===== src/rtl/qtree_run_ctrl.sv =====
// qtree_run_ctrl: run sequencer for a distilled QTree kernel.
// Collects one root pointer per input tree from the stream loader, launches the
// Go token plus every argument pointer on independent valid/ready channels,
// waits for the kernel result and presents it to the host on a held-valid
// handshake. A cycle counter supervises LAUNCH+RUN and trips a timeout.
module qtree_run_ctrl #(
    parameter int NUM_ARGS       = 2,
    parameter int PTR_W          = 17,
    parameter int RES_W          = 33,
    parameter int TIMEOUT_CYCLES = 100000,
    parameter int CNT_W          = 32
) (
    input  logic                      clk,
    input  logic                      aresetn,
    input  logic                      start,
    input  logic                      abort,
    output logic                      load_en,
    input  logic                      root_we,
    input  logic [PTR_W-1:0]          root_ptr,
    output logic                      go_d,
    input  logic                      go_r,
    output logic [NUM_ARGS*PTR_W-1:0] args_d,
    input  logic [NUM_ARGS-1:0]       args_r,
    input  logic [RES_W-1:0]          res_d,
    output logic                      res_r,
    output logic [RES_W-1:0]          result_data,
    output logic                      result_valid,
    input  logic                      result_ready,
    output logic                      busy,
    output logic                      timeout_err,
    output logic [CNT_W-1:0]          cycle_count
);

    localparam int IDX_W = $clog2(NUM_ARGS + 1);
    localparam logic [IDX_W-1:0] LAST_IDX    = IDX_W'(NUM_ARGS - 1);
    localparam logic [CNT_W-1:0] TIMEOUT_LIM = CNT_W'(TIMEOUT_CYCLES);
    localparam bit               TIMEOUT_EN  = (TIMEOUT_CYCLES != 0);

    localparam logic [2:0] S_IDLE   = 3'd0;
    localparam logic [2:0] S_LOAD   = 3'd1;
    localparam logic [2:0] S_LAUNCH = 3'd2;
    localparam logic [2:0] S_RUN    = 3'd3;
    localparam logic [2:0] S_HOLD   = 3'd4;
    localparam logic [2:0] S_ERROR  = 3'd5;

    logic [2:0]          state;
    logic [PTR_W-1:0]    slot [NUM_ARGS];   // captured root pointers
    logic [NUM_ARGS-1:0] arg_v;             // argument channel still offering its token
    logic                go_v;              // Go token still offered
    logic [NUM_ARGS:0]   done;              // bit 0: Go, bit k+1: argument k
    logic [IDX_W-1:0]    idx;               // next slot to fill

    logic [NUM_ARGS:0]   xfer;              // channel handshakes completing this cycle
    logic [NUM_ARGS-1:0] launch_v;          // per-slot valid flag as seen at LAUNCH entry
    logic [CNT_W-1:0]    cnt_inc;
    logic                timeout_hit;

    assign load_en = (state == S_LOAD);
    assign res_r   = (state == S_RUN);
    assign busy    = (state != S_IDLE);
    assign go_d    = go_v;

    assign cnt_inc     = (&cycle_count) ? cycle_count : cycle_count + CNT_W'(1);
    assign timeout_hit = TIMEOUT_EN && (cnt_inc >= TIMEOUT_LIM);

    // Argument bus, per-channel handshakes and the valid flags a fresh launch will offer.
    always_comb begin
        // NOTE: every output of this block gets a default first so no path leaves it unassigned (no latch).
        args_d   = '0;
        xfer     = '0;
        launch_v = '0;
        xfer[0]  = go_v & go_r;
        for (int k = 0; k < NUM_ARGS; k++) begin
            // Payload bits stay on the bus; only the valid bit drops after transfer.
            args_d[k*PTR_W +: PTR_W] = {slot[k][PTR_W-1:1], slot[k][0] & arg_v[k]};
            xfer[k+1]   = slot[k][0] & arg_v[k] & args_r[k];
            // The slot being written on the final root_we edge is not yet in slot[].
            launch_v[k] = (idx == IDX_W'(k)) ? root_ptr[0] : slot[k][0];
        end
    end

    // Run sequencer: state, pointer capture, launch tracking, result capture, supervision.
    always_ff @(posedge clk) begin
        // NOTE: state is updated with non-blocking assignments so every branch sees pre-edge values.
        if (!aresetn) begin
            state        <= S_IDLE;
            go_v         <= 1'b0;
            arg_v        <= '0;
            done         <= '0;
            idx          <= '0;
            result_valid <= 1'b0;
            result_data  <= '0;
            timeout_err  <= 1'b0;
            cycle_count  <= '0;
            // NOTE: the pointer slots are reset because they are visible on args_d, which must read zero out of reset.
            for (int k = 0; k < NUM_ARGS; k++) begin
                slot[k] <= '0;
            end
        end else if (abort) begin
            state        <= S_IDLE;
            go_v         <= 1'b0;
            arg_v        <= '0;
            result_valid <= 1'b0;
            timeout_err  <= 1'b0;
        end else begin
            case (state)
                S_IDLE: begin
                    if (start) begin
                        state       <= S_LOAD;
                        cycle_count <= '0;
                        timeout_err <= 1'b0;
                        idx         <= '0;
                        done        <= '0;
                        go_v        <= 1'b0;
                        arg_v       <= '0;
                    end
                end
                S_LOAD: begin
                    if (root_we) begin
                        for (int k = 0; k < NUM_ARGS; k++) begin
                            if (idx == IDX_W'(k)) begin
                                slot[k] <= root_ptr;
                            end
                        end
                        idx <= idx + IDX_W'(1);
                        if (idx == LAST_IDX) begin
                            state <= S_LAUNCH;
                            go_v  <= 1'b1;
                            arg_v <= launch_v;
                            // A null root has no token to send, so its channel counts as done.
                            done  <= {~launch_v, 1'b0};
                        end
                    end
                end
                S_LAUNCH: begin
                    cycle_count <= cnt_inc;
                    go_v        <= go_v & ~xfer[0];
                    arg_v       <= arg_v & ~xfer[NUM_ARGS:1];
                    done        <= done | xfer;
                    if (&(done | xfer)) begin
                        state <= S_RUN;
                    end else if (timeout_hit) begin
                        state       <= S_ERROR;
                        go_v        <= 1'b0;
                        arg_v       <= '0;
                        timeout_err <= 1'b1;
                    end
                end
                S_RUN: begin
                    cycle_count <= cnt_inc;
                    if (res_d[0]) begin
                        result_data  <= res_d;
                        result_valid <= 1'b1;
                        state        <= S_HOLD;
                    end else if (timeout_hit) begin
                        state       <= S_ERROR;
                        timeout_err <= 1'b1;
                    end
                end
                S_HOLD: begin
                    if (result_ready) begin
                        result_valid <= 1'b0;
                        state        <= S_IDLE;
                    end
                end
                S_ERROR: begin
                    state <= S_ERROR;
                end
                default: begin
                    state <= S_IDLE;
                end
            endcase
        end
    end

endmodule


===== config.mk =====
export PLATFORM = sky130hd
export DESIGN_NAME = qtree_run_ctrl
export DESIGN_NICKNAME = d
export VERILOG_FILES = /design/src/rtl/qtree_run_ctrl.sv
export SDC_FILE = /design/constraint.sdc
export NUM_CORES = 1
export LEC_CHECK = 0
export CAP_MARGIN = 20
export CORE_ASPECT_RATIO = 0.8
export CORE_MARGIN = 5
export CORE_UTILIZATION = 49
export DETAILED_ROUTE_END_ITERATION = 7
export PLACE_DENSITY = 0.81
export SLEW_MARGIN = 25
export SYNTH_ARGS = -nofsm -noshare
export SYNTH_HDL_FRONTEND = slang
export SYNTH_SLANG_ARGS = --single-unit
export TNS_END_PERCENT = 10

===== constraint.sdc =====
create_clock -name clk -period 3 [get_ports clk]
set_clock_uncertainty 0.05 [all_clocks]
set_input_delay 0.6 -clock clk [delete_from_list [all_inputs] [get_ports clk]]
set_output_delay 0.6 -clock clk [all_outputs]
set_load 0.02 [all_outputs]

==> summary.md <==
| Metric | Value |
|---|---|
| Clock root buffer | `clkbuf_16` |
| Syn avg cell area | `8.75 um2` |
| Initial Utilization | `50.5%` |
| Worst path most repeated cell | `a311o_1` |
| DRC Markers | `0` |
| Final WL | `17000 um` |
| Final instance area | `8080 um2` |
| Fmax | `0.345 GHz` |
| Yosys warnings | `0` |
| CP Capture Type | `flip-flop` |
| Arr. time, crit path | `3.10 ns` |
| Vias in the first global route | `5313` |
| Yosys top cell area share | `26.6%` |
| Max-cap viol count | `0` |
| Final GP Congestion | `0.926` |
| Setup TNS | `0 ns` |
| Syn Inst Count | `672` |
| Crit path largest cell delay | `0.42 ns` |
| Crit-path cells | `ha_2 -> and4_2 -> nand4_1 -> nor3_4 -> o311ai_1 -> a311o_1 -> a311o_1 -> and2_4 -> o32ai_2` |
| Hold Buf Count CTS | `0` |
| Min-Delay Path Class | `reg2reg` |
| Top layer in use | `met4` |
| Worst slew pin tran | `0.670 ns` |
| Area of the die | `14300 um2` |
| Largest cells by area after synthesis | `dfxtp_1 27%, edfxtp_1 17%, nand2_1 7.6%` |
| Port bufs | `163` |
| Post-placement worst setup slack | `0.0221 ns` |
| Clk buf depth | `2` |
| Routed vias | `5659` |
| Syn_nets | `734` |
| Period utilization | `96.7%` |
| Row Count | `35` |
| Total grt overflow | `0` |
| Placed instance area | `7690 um2` |
| Initial antenna violation count | `0` |
| M1 WL | `7440 um` |
| Largest net degree at the start of global routing | `34` |
| Clock H-tree levels | `3` |
| Top-count cell post-synth | `nand2_1` |
| Post-synth EDFFs | `34` |
| Fraction of registers with async set/reset | `0%` |
| Peak VDD IR | `303 uV` |
| Main combinational cell family by area after synthesis | `simple AND/OR/NAND/NOR gates` |
| Fin crit period | `2.90 ns` |
| Mux contribution to synthesized area | `1.02%` |
| Top post-synthesis cells by count | `119 x nand2_1, 78 x dfxtp_1, 36 x nor2_1, 34 x edfxtp_1` |
| Largest area contributor in the netlist | `dfxtp_1` |
| Xor and xnor area share after synthesis | `2.24%` |
| CTS tree | `yes` |
| Ant. Diodes | `0` |
| Slowest CP cell | `a311o_1` |
| DR WL/cell | `17.2 um` |
| DR iter-0 viols | `640` |
| Synthesized-area fraction occupied by adder cells | `0.639%` |
| Synth Area in Simple Gates | `26.0%` |
| Die Wd | `132 um` |
| Clock latency on the worst-skew pair | `0.34 ns` |
| Max transition margin | `54.9%` |
| Top_reg_cell synth | `dfxtp_1` |
| Power density cells | `367 nW/um2` |
| Max-slew violation count | `0` |
| Area delta synth->final | `37.5%` |
| Non-filler cells, final | `985` |
| Status | `finished clean` |
| Yosys reg bits | `112` |
| Pre-antenna DRT Iters | `5` |
| Final hold viol count | `0` |
| Worst Path Max Fanout | `7` |
| First-pass GRT wire length | `27000 um` |
| Chip height | `108 um` |
| Routed met3 length | `1770 um` |
| Worst Setup Start Kind | `flip-flop` |
| Final setup viols | `0` |
| WL met2 | `7620 um` |
| Synth Area in Compound Gates | `18.7%` |
| Sink count of the clock tree | `112` |
| Critical path class | `reg2reg` |
| Num ports | `164` |
| Final worst slack | `0.0983 ns` |
| Clk slew on worst S/H paths | `0.07 ns` |
| Register area share after synthesis | `43.9%` |
| Ratio of cells with drive above 1 in the final layout | `12.8%` |
| Worst R2R Setup Slack | `0.1 ns` |
| Worst path required time | `3.20 ns` |
| Total Routing Usage GR | `23.1%` |
| Leak | `0.00298 uW` |
| Post-Synthesis Cell Area | `5880 um2` |
| Yosys cell types | `67` |
| TritonCTS Buffers | `9` |
| Via density | `5.75` |
| Core box area | `11600 um2` |
| Placed Cells | `963` |
| Detail Placement HPWL | `12600 um` |
| NumNets Final | `894` |
| DRT antenna net count | `0` |
| PnR Total Power | `2970 uW` |
[per-stage QoR]
stage,hold WS (ns),util [%]
CTS,0.411,68.4
global placement,0.389,66.0
finish,0.407,69.4
detailed placement,0.398,66.0
global route,0.423,69.4
floorplan,0.399,-
[report_power, final]
group / total [uW] / internal [uW] / switching [uW]
Sequential: 1590 / 1580 / 11.8
Combinational: 259 / 137 / 122
Clock: 1120 / 568 / 548
[layer usage]
layer  up-vias  GRT usage [%]
met3         8           9.07
met2       278           36.4
met1      2684           30.4
met4         0           4.45
li1       2689              -
met5         -              0
[path summary, 6_finish.rpt]
check,startpoint,cells after the start,to
worst max-delay path,cycle_count[0],9,state[2]
worst min-delay path,result_data[19],2,result_data[19]
worst max register to register,cycle_count[0],9,state[2]
worst min register to register,result_data[19],2,result_data[19]
[area by class of cell]
type / instances / area [um2]
inverter: 7 / 26.3
clock inverter: 6 / 43.8
timing repair buffer: 224 / 2080
tap: 148 / 185
clock buffer: 10 / 229
multi-input combinational: 478 / 2930
sequential: 112 / 2590
fill: 889 / 3570
[flip-flops by register name, indices dropped and copies added (netlist names)]
register / count
go_d: 1
idx: 2
arg_v: 2
done: 3
result_data: 33
cycle_count: 32
timeout_err: 1
state: 3
slot: 34
result_valid: 1
[logic make-up after synthesis]
logic type | after synthesis
DFF | 112
adders and majority gates | 3
xor gates and xnor gates | 15
muxes | 6
buffers and inverters | 82
AOI/OAI and AO/OA | 151
and+or+nand+nor | 303
[critical path, delay by kind of cell, from the launching register on]
kind / cells / cell delay (ns)
AO/OA/AOI/OAI: 4 / 1.11
adder cells (fa/ha/maj): 1 / 0.22
flip-flops: 1 / 0.39
AND/OR/NAND/NOR: 4 / 1.03
[placed cells by master (no fill, tap or decap), drive strengths merged, types with 20 or more instances in the layout]
cell type / count
nand3: 27
clkdlybuf4s50: 162
o21ai: 28
nor3: 20
dfxtp: 78
and2: 26
buf: 62
a21boi: 37
nor2: 36
a21oi: 21
edfxtp: 34
nand2: 119
[timing repair]
| action | CTS | global route |
|---|---|---|
| setup buffers | 1 | 5 |
| setup endpoints to repair | 1 | 7 |
| pin swaps | 1 | 5 |
| hold endpoints to repair | 0 | 0 |
| gates resized for setup | 0 | 14 |
Note: power is estimated with default switching activity, not from simulation.
